`src/rtl/cnn_acc_pkg.sv`:
```
// Shared definitions for the CNN accelerator datapath.
// Contents: feeder_state_t (feeder phase encoding) and the default array/FIFO
// dimensions used by the controller, the feeder and the PE array.
package cnn_acc_pkg;

    localparam int ROWS_DEF       = 4;
    localparam int DW_DEF         = 8;
    localparam int FIFO_DEPTH_DEF = 8;

    typedef enum logic [2:0] {
        IDLE,
        W_LOAD,
        W_HOLD,
        COMPUTE,
        DRAIN
    } feeder_state_t;

endpackage

```
`src/rtl/feeder_fifo.sv`:
```
// Synchronous FIFO used by the systolic feeder for weight rows and activations.
// Ports:
//   clk, rst          clock, asynchronous active-low reset
//   push_valid/ready  write handshake; ready is !full from registered pointers
//   push_data         write data
//   pop               read strobe; ignored while empty
//   empty             no entry available
//   head              oldest entry (meaningful only while !empty)
module feeder_fifo #(
    parameter int WIDTH = 32,
    parameter int DEPTH = 8
) (
    input  logic             clk,
    input  logic             rst,
    input  logic             push_valid,
    output logic             push_ready,
    input  logic [WIDTH-1:0] push_data,
    input  logic             pop,
    output logic             empty,
    output logic [WIDTH-1:0] head
);

    localparam int AW = $clog2(DEPTH);

    // Extra MSB on each pointer separates full (MSBs differ) from empty.
    logic [AW:0]      wr_ptr;
    logic [AW:0]      rd_ptr;
    logic [WIDTH-1:0] mem [DEPTH];
    logic             full;
    logic             push;
    logic             take;

    assign full       = (wr_ptr[AW] != rd_ptr[AW]) && (wr_ptr[AW-1:0] == rd_ptr[AW-1:0]);
    assign empty      = (wr_ptr == rd_ptr);
    assign push_ready = !full;
    assign push       = push_valid && !full;
    assign take       = pop && !empty;
    assign head       = mem[rd_ptr[AW-1:0]];

    always_ff @(posedge clk or negedge rst) begin
        if (!rst) begin
            wr_ptr <= '0;
            rd_ptr <= '0;
        end else begin
            if (push) wr_ptr <= wr_ptr + 1'b1;
            if (take) rd_ptr <= rd_ptr + 1'b1;
        end
    end

    always_ff @(posedge clk) begin
        if (push) mem[wr_ptr[AW-1:0]] <= push_data;
    end

endmodule

```
`src/rtl/systolic_feeder.sv`:
```
// Feeder between the load/compute controller and the PE array.
// Buffers weight rows and activation vectors, loads exactly ROWS weight rows
// per tile, and streams activations with lane i delayed by i extra cycles.
//
// state   | meaning
// --------+-----------------------------------------------------------
// IDLE    | waiting for ctrl_in=1 to start a weight load
// W_LOAD  | popping weight rows until ROWS are driven; ctrl_in=0 aborts
// W_HOLD  | full tile loaded, waiting for ctrl_in=0
// COMPUTE | popping one activation vector per cycle when available
// DRAIN   | no pops; waits for the skew chains to empty before reloading
//
// Ports:
//   clk, rst                      clock, asynchronous active-low reset
//   ctrl_in                       phase: 1 = weight load, 0 = compute
//   w_valid/w_ready/w_data        weight-row write side
//   a_valid/a_ready/a_data        activation write side (lane i = [i*DW +: DW])
//   pe_w_load/pe_w_data           weight row to the array
//   pe_a_valid/pe_a_data          skewed activation lanes
//   load_done                     pulse with the ROWS-th weight row
//   err_short                     pulse after a load is aborted
//   busy                          state != IDLE
module systolic_feeder
    import cnn_acc_pkg::*;
#(
    parameter int ROWS  = ROWS_DEF,
    parameter int DW    = DW_DEF,
    parameter int DEPTH = FIFO_DEPTH_DEF
) (
    input  logic               clk,
    input  logic               rst,
    input  logic               ctrl_in,
    input  logic               w_valid,
    output logic               w_ready,
    input  logic [ROWS*DW-1:0] w_data,
    input  logic               a_valid,
    output logic               a_ready,
    input  logic [ROWS*DW-1:0] a_data,
    output logic               pe_w_load,
    output logic [ROWS*DW-1:0] pe_w_data,
    output logic [ROWS-1:0]    pe_a_valid,
    output logic [ROWS*DW-1:0] pe_a_data,
    output logic               load_done,
    output logic               err_short,
    output logic               busy
);

    localparam int VW = ROWS * DW;
    localparam int CW = $clog2(ROWS + 1);

    feeder_state_t state;
    logic [CW-1:0] row_cnt;
    logic          w_empty;
    logic          a_empty;
    logic [VW-1:0] w_head;
    logic [VW-1:0] a_head;
    logic          w_pop;
    logic          a_pop;

    feeder_fifo #(.WIDTH(VW), .DEPTH(DEPTH)) u_w_fifo (
        .clk       (clk),
        .rst       (rst),
        .push_valid(w_valid),
        .push_ready(w_ready),
        .push_data (w_data),
        .pop       (w_pop),
        .empty     (w_empty),
        .head      (w_head)
    );

    feeder_fifo #(.WIDTH(VW), .DEPTH(DEPTH)) u_a_fifo (
        .clk       (clk),
        .rst       (rst),
        .push_valid(a_valid),
        .push_ready(a_ready),
        .push_data (a_data),
        .pop       (a_pop),
        .empty     (a_empty),
        .head      (a_head)
    );

    // The abort cycle (ctrl_in=0 in W_LOAD) and the COMPUTE->DRAIN cycle never pop.
    assign w_pop = (state == W_LOAD) && ctrl_in && !w_empty;
    assign a_pop = (state == COMPUTE) && !ctrl_in && !a_empty;
    assign busy  = (state != IDLE);

    always_ff @(posedge clk or negedge rst) begin
        if (!rst) begin
            state     <= IDLE;
            row_cnt   <= '0;
            pe_w_load <= 1'b0;
            pe_w_data <= '0;
            load_done <= 1'b0;
            err_short <= 1'b0;
        end else begin
            pe_w_load <= w_pop;
            load_done <= 1'b0;
            err_short <= 1'b0;
            if (w_pop) pe_w_data <= w_head;

            case (state)
                IDLE: begin
                    if (ctrl_in) begin
                        state   <= W_LOAD;
                        row_cnt <= '0;
                    end
                end
                W_LOAD: begin
                    if (!ctrl_in) begin
                        err_short <= 1'b1;
                        row_cnt   <= '0;
                        state     <= IDLE;
                    end else if (!w_empty) begin
                        row_cnt <= row_cnt + 1'b1;
                        if (row_cnt == CW'(ROWS - 1)) begin
                            load_done <= 1'b1;
                            state     <= W_HOLD;
                        end
                    end
                end
                W_HOLD: begin
                    if (!ctrl_in) state <= COMPUTE;
                end
                COMPUTE: begin
                    if (ctrl_in) state <= DRAIN;
                end
                DRAIN: begin
                    // Registered lane valids: the tail of the last vector must
                    // have left lane ROWS-1 before the array is reloaded.
                    if (!ctrl_in) begin
                        state <= COMPUTE;
                    end else if (pe_a_valid == '0) begin
                        state   <= W_LOAD;
                        row_cnt <= '0;
                    end
                end
                default: state <= IDLE;
            endcase
        end
    end

    for (genvar i = 0; i < ROWS; i++) begin : g_lane
        logic [DW-1:0] sd [i+1];
        logic          sv [i+1];

        always_ff @(posedge clk or negedge rst) begin
            if (!rst) begin
                for (int k = 0; k <= i; k++) begin
                    sd[k] <= '0;
                    sv[k] <= 1'b0;
                end
            end else begin
                sv[0] <= a_pop;
                sd[0] <= a_pop ? a_head[i*DW +: DW] : '0;
                for (int k = 1; k <= i; k++) begin
                    sd[k] <= sd[k-1];
                    sv[k] <= sv[k-1];
                end
            end
        end

        assign pe_a_valid[i]          = sv[i];
        assign pe_a_data[i*DW +: DW]  = sd[i];
    end

endmodule

```
`config.mk`:
```
export PLATFORM = sky130hd
export DESIGN_NAME = systolic_feeder
export DESIGN_NICKNAME = d
export VERILOG_FILES = /design/src/rtl/cnn_acc_pkg.sv /design/src/rtl/feeder_fifo.sv /design/src/rtl/systolic_feeder.sv
export SDC_FILE = /design/constraint.sdc
export NUM_CORES = 1
export LEC_CHECK = 0
export ABC_AREA = 1
export BUFFER_PORTS_ARGS = -buffer_cell sky130_fd_sc_hd__buf_2
export CORE_UTILIZATION = 41
export DETAILED_ROUTE_END_ITERATION = 6
export PLACE_DENSITY_LB_ADDON = 0.1
export SKIP_CTS_REPAIR_TIMING = 1
export SKIP_LAST_GASP = 1
export SYNTH_ARGS = -nofsm -noshare
export SYNTH_HDL_FRONTEND = slang
export SYNTH_SLANG_ARGS = --single-unit
```
`constraint.sdc`:
```
create_clock -name clk -period 3.7 [get_ports clk]
set_input_delay 0.185 -clock clk [delete_from_list [all_inputs] [get_ports clk]]
set_output_delay 0.185 -clock clk [all_outputs]
set_load 0.005 [all_outputs]
```
Word level (Yosys, flattened, before mapping)

Memory sizes are Yosys's and may differ from the RTL's. A register that Yosys moved wholly into a read port is not among the register bits.
Index checks and enable logic that the tools add are counted.

Memories: 2
RAM bits: 512
Memory bits (read-only): 0
Bits in latches: 0
Output and inout port bits: 74
Input bits: 69
Bits in registers: 109

Memory list:

| memory       | depth | bits a word | read ports | clocked after memory_dff | wr ports | RTL line          | text |
|---|---|---|---|---|---|---|---|
| u_a_fifo.mem | 8     | 32          | 1          | 0                        | 1        | feeder_fifo.sv:28 | `logic [WIDTH-1:0] mem [DEPTH];` |
| u_w_fifo.mem | 8     | 32          | 1          | 1                        | 1        | feeder_fifo.sv:28 |  |

Magnitude comparators: 0
Shift operators: 0
Multiplexer cells: 29
Divide/modulo/power cells: 0
Equal/unequal tests: 19
$add $sub $neg: 5
Reduce and logical (&&, ||, !) cells: 22
$mul: 0
Bitwise gates (word level): 0

Operators by type and width:

| kind                | count |
|---|---|
| $mux 3              | 13 |
| $mux 8              | 4 |
| $add 4x1->4 const B | 4 |
| $pmux 3 s5          | 1 |
| $logic_and 1x1->1   | 10 |
| $mux 1              | 10 |
| $ne 2x2->1 const B  | 5 |
| $eq 3x2->1 const B  | 3 |
| $pmux 3 s3          | 1 |
| $eq 4x4->1          | 2 |
| $eq 3x3->1          | 2 |
| $logic_not 1->1     | 6 |
| $ne 3x3->1 const B  | 2 |
| $reduce_and 6->1    | 1 |
| $reduce_bool 3->1   | 2 |
| $reduce_and 5->1    | 1 |
| $logic_not 4->1     | 1 |
| $add 3x1->3 const B | 1 |
| $eq 3x1->1 const B  | 1 |
| $eq 3x3->1 const B  | 1 |
| $logic_not 3->1     | 1 |
| $ne 3x2->1 const B  | 1 |
| $ne 1x1->1          | 2 |

Logic depth before layout (Yosys ltp)

Depth after elaboration: 6
Mapped depth: 11

By module

Synthesis repeated with hierarchy kept, for this count alone.

Cells, all modules: 2008
Area, all modules: 25632.1 sq um

Modules (own cells, without submodules):

| module                  | instances | area each (sq um) | cells each |
|---|---|---|---|
| feeder_fifo at u_w_fifo | 1         | 10585.2           | 810 |
| feeder_fifo at u_a_fifo | 1         | 10562.6           | 810 |
| systolic_feeder         | 1         | 4484.3            | 388 |

Worst setup path after synthesis

Ideal clock, no wire load.

Path type: reg-to-reg
Start point: reg u_w_fifo.rd_ptr[0]
End point: mem u_w_fifo.mem[2][0] (enable)
Path buffers: 2
Clock period less this slack: 3.764 ns
Cell stages (with the launch flop): 10
Required time: 3.239 ns
Arrival: 3.302 ns
Path slack: -0.064 ns
Cell sequence: dfrtp_1 -> inv_2 -> buf_6 -> nand2_1 -> nand2_1 -> nor2_4 -> nand2_2 -> nand2_2 -> buf_6 -> nor3_1

Cells in the longest elaborated chain, start to end: 6

Ends and longest elaborated chain:

| item                         | RTL line              | text |
|---|---|---|
| start, declared              | feeder_fifo.sv:27     | `logic [AW:0] rd_ptr;` |
| start signal, assigned       | feeder_fifo.sv:46     | `if (take) rd_ptr <= rd_ptr + 1'b1;` |
| $eq 3x3->1                   | feeder_fifo.sv:33     | `assign full = (wr_ptr[AW] != rd_ptr[AW]) && (wr_ptr[AW-1:0] == rd_ptr[AW-1:0]);` |
| $logic_and 1x1->1            | feeder_fifo.sv:33     |  |
| $logic_not 1->1              | --                    |  |
| net w_ready                  | systolic_feeder.sv:34 | `output logic w_ready,` |
| $logic_and 1x1->1            | feeder_fifo.sv:36     | `assign push = push_valid && !full;` |
| $mux 1                       | feeder_fifo.sv:51     | `if (push) mem[wr_ptr[AW-1:0]] <= push_data;` |
| $mux 1 (implied by the code) | feeder_fifo.sv:51     |  |
| end, declared                | feeder_fifo.sv:28     |  |

The timed path passes the listed nets, and every way through them passes these cells.

Final worst setup path

Start point: reg u_w_fifo.rd_ptr[0]
End point: mem u_w_fifo.mem[7][4] (enable)

Cells in the longest elaborated chain, start to end: 6

Ends and longest elaborated chain:

| item                         | RTL line |
|---|---|
| $eq 3x3->1                   | feeder_fifo.sv:33 |
| $logic_and 1x1->1            | feeder_fifo.sv:33 |
| $logic_not 1->1              | feeder_fifo.sv:36 |
| $logic_and 1x1->1            | feeder_fifo.sv:36 |
| $mux 1                       | feeder_fifo.sv:51 |
| $mux 1 (implied by the code) | feeder_fifo.sv:51 |

Every way passes these cells.

==> implementation parameters <==
Parameter                              Value

Clocking
  Clock transition time at the flip-flop clock pins of the worst setup and hold paths ... 60 ps
  Buffer cell driving the clock tree root ... sky130_fd_sc_hd__clkbuf_16
  Worst-Skew Late Latency ... 610 ps
  CTS tree ... done
  Bufs on Longest Clock Path ... 3
  Sinks on Clock Net ... 653
  Number of buffers created by CTS ... 72
  Total number of H-tree levels ... 3

Setup path
  Sort of element at the end of the critical path ... flop
  Max stage delay cell, worst path ... sky130_fd_sc_hd__dfrtp_4
  Critical path data required time ... 3950 ps
  CP peak stage delay ... 900 ps
  Type of the setup path with the least slack ... reg -> reg
  Critical path's top delay family ... simple AND/OR/NAND/NOR gates
  CP Buf/Inv Count ... 1
  Maximum fanout along the worst path ... 66
  Data arrival time of the worst path ... 2930 ps
  Startpoint Class ... flop
  Chain of cells forming the critical path ... nand2_1 > nand2_1 > nor2_4 > nand2_2 > nand2_2 > nor2_4 > buf_4

Synth
  Avg Cell Area, Syn ... 11.90 um^2
  Synthesized net count ... 2216
  Yosys reg bits ... 653
  Number of warnings printed during yosys synthesis ... 0
  Area of the mapped netlist ... 25470 um^2
  Cells after synthesis ... 2141
  Share of synthesized area occupied by flip-flops and latches ... 74.21%
  Top_reg_cell synth ... sky130_fd_sc_hd__edfxtp_1
  Ys async rst share ... 21.59%
  Count of cell types in the netlist ... 29
  Count of flip-flops with a built-in enable after synthesis ... 512

STA
  Number of max-slew violations in the final report ... 0
  Unrepaired setup endpoints after global routing ... no
  Final worst path period need ... 2672 ps
  Fin. Hold Viols ... 0
  Max Clk Rate ... 0.3742 GHz
  Transition time at the pin with the least slew margin ... 946.7 ps
  Hold slack final ... 171.9 ps
  Worst Setup Slack, final ... 1028 ps
  Number of setup violations in the final report ... 0
  Final period utilization ... 72.23%
  Slew headroom ... 36.66%
  Final worst clock skew ... 31.29 ps

Power
  Reported leakage power ... 11.79 nW
  Worst VDD drop ... 0.0004834 V
  Areal power density over the cells ... 779.3 nW/um^2

Floorplan
  Number of rows in the core area ... 91
  Core Footprint ... 61600 um^2
  DIE AREA ... 63130 um^2
  I/O pin count ... 143
  Initial Utilization ... 41.35%
  Width of the die ... 251.3 um
  Die Ht ... 251.3 um

GRT
  Initial antenna violation count ... 3
  Total routing resource utilization after global routing ... 19.73%
  Total global routing overflow ... 0
  Via count of the first global-routing pass ... 15.53k
  Maximum number of pins on one net before global-route repair ... 130
  First-pass GRT wire length ... 94370 um

Placement
  Post-DP HPWL ... 33490 um
  Routability congestion estimate ... 0.7726
  IO buf count ... 142
  Post-place setup slack ... 951.2 ps

Finish
  Number of fill cells ... 5433
  Final net count ... 2397
  Layout cells sized above 1 ... 13.24%
  Area Growth Syn to Fin ... 17.31%

Run
  Max_cap viols ... 0

Routing
  DRC violation total after the first TritonRoute iteration ... 904
  Total DRC errors in the routed layout ... 2
  Vias ... 15.70k
  Post-route ant nets ... 0
  Drt pass-1 iters ... 7
  Routed via count divided by cell count ... 4.876
  Routed Wire Length ... 61120 um
  Routed wire per std cell ... 18.98 um

Outcome
  Failing checks ... DRC
  Result of the run ... finished with violations

Min path
  Worst Hold Class ... in -> reg
## worst min-delay path, cell delays in order
cell and delay, ps:
sky130_fd_sc_hd__buf_2 140, sky130_fd_sc_hd__nand2_2 240, sky130_fd_sc_hd__nand2_1 130, sky130_fd_sc_hd__nand2_1 50
## cells by family (layout without fill, tap and decap cells)
group           count (synthesis)  count (layout)  synth area share (%)
simple gates                 1098            1098                 17.44
xor+xnor                       13              13                0.4470
compound gates                204             204                 4.033
other cells                     0               3                     0
fa+ha+maj                       6               6                0.2947
buf+inv                       167             406                 3.576
flops                         653             653                 74.21
## through the flow
stage / instances / util (%) / power, mW / setup TNS (ps) / cell area, um^2
after floorplan: 2141 / - / 14.37 / -12200 / 25470
after global placement: 3018 / 43.68 / 16.48 / 0 / 26900
after detailed placement: 3018 / 43.68 / 16.56 / 0 / 26900
after CTS: 3150 / 47.41 / 23.61 / 0 / 29210
after global routing: 3220 / 48.51 / 24.83 / 0 / 29880
final: 3220 / 48.51 / 23.29 / 0 / 29880
## power breakdown
| group | switching [mW] | internal [mW] | leakage (nW) | total, mW |
|---|---|---|---|---|
| Clock | 2.83 | 4.15 | 1.12 | 6.98 |
| Combinational | 4.48 | 2.03 | 4.14 | 6.51 |
| Sequential | 0.594 | 9.20 | 6.53 | 9.79 |
| Total | 7.91 | 15.4 | 11.8 | 23.3 |
## routing by layer
metal  global-route usage [%]  vias to the layer above  wire (um)
met3                    3.779                       84       2477
met4                    6.690                        0       1355
met5                        0                        -          0
li1                         -                     7616          -
met2                    32.98                      279      30350
met1                    25.78                     7722      26940
## path summary, 6_finish.rpt
| check | start | endpoint | slack, ps | cells after the start |
|---|---|---|---|---|
| max reg2reg | u_w_fifo.rd_ptr[0] | u_w_fifo.mem[7][4] | 1030 | 7 |
| min | w_valid | u_w_fifo.wr_ptr[1] | 170 | 4 |
| max | u_w_fifo.rd_ptr[0] | u_w_fifo.mem[7][4] | 1030 | 7 |
| min in group asynchronous | rst | pe_w_data[17] | 240 | 2 |
| max in group asynchronous | rst | g_lane[3].sd[25] | 2510 | 3 |
| min reg2reg | g_lane[3].sd[10] | pe_a_data[26] | 340 | 0 |
## synth_stat cells, types with 5 or more instances
cell	count	area, um^2
sky130_fd_sc_hd__o21ai_0	133	665.6
sky130_fd_sc_hd__nor3_1	6	30.03
sky130_fd_sc_hd__buf_1	17	63.81
sky130_fd_sc_hd__or2_0	14	87.58
sky130_fd_sc_hd__clkbuf_1	24	90.09
sky130_fd_sc_hd__xnor2_1	6	52.55
sky130_fd_sc_hd__nand3_1	155	775.7
sky130_fd_sc_hd__buf_2	50	250.2
sky130_fd_sc_hd__buf_4	41	307.8
sky130_fd_sc_hd__edfxtp_1	512	15370
sky130_fd_sc_hd__xor2_1	7	61.31
sky130_fd_sc_hd__or2_1	18	112.6
sky130_fd_sc_hd__dfrtp_1	141	3528
sky130_fd_sc_hd__nor2_1	308	1156
sky130_fd_sc_hd__a21oi_1	68	340.3
sky130_fd_sc_hd__inv_1	20	75.07
sky130_fd_sc_hd__ha_1	6	75.07
sky130_fd_sc_hd__buf_6	9	101.4
sky130_fd_sc_hd__inv_2	6	22.52
sky130_fd_sc_hd__nand2_2	5	31.28
sky130_fd_sc_hd__nand2_1	585	2196
## cell type report
| class | instances | area (um^2) | share of cell area [%] |
|---|---|---|---|
| diodes | 3 | 7.507 | 0.02512 |
| clock inverters | 16 | 171.4 | 0.5736 |
| well taps | 837 | 1047 | 3.504 |
| repair buffers | 248 | 1743 | 5.832 |
| flip-flops and latches | 653 | 18910 | 63.29 |
| clock buffers | 116 | 2130 | 7.126 |
| inverters | 26 | 100.1 | 0.3350 |
| multi-input cells | 1321 | 5772 | 19.31 |
## placed cells by master (no fill, tap or decap), types with 34 or more instances in the layout
| master | n |
|---|---|
| sky130_fd_sc_hd__dfrtp_1 | 137 |
| sky130_fd_sc_hd__nand3_1 | 155 |
| sky130_fd_sc_hd__edfxtp_1 | 512 |
| sky130_fd_sc_hd__o21ai_0 | 133 |
| sky130_fd_sc_hd__nand2_1 | 585 |
| sky130_fd_sc_hd__a21oi_1 | 68 |
| sky130_fd_sc_hd__buf_4 | 34 |
| sky130_fd_sc_hd__dlygate4sd3_1 | 67 |
| sky130_fd_sc_hd__clkbuf_16 | 74 |
| sky130_fd_sc_hd__nor2_1 | 298 |
| sky130_fd_sc_hd__buf_2 | 141 |
## state kept, by name, indices dropped and copies added, names as in the netlist, 3 cells and up
name and cells:
row_cnt 3, u_w_fifo.wr_ptr 4, pe_a_data 24, state 3, u_a_fifo.mem 256, u_w_fifo.mem 256, u_a_fifo.wr_ptr 4, g_lane.sd 56
u_a_fifo.rd_ptr 4, g_lane.sv 3, pe_w_data 32, u_w_fifo.rd_ptr 4
Power figures use the tool's default switching activity.
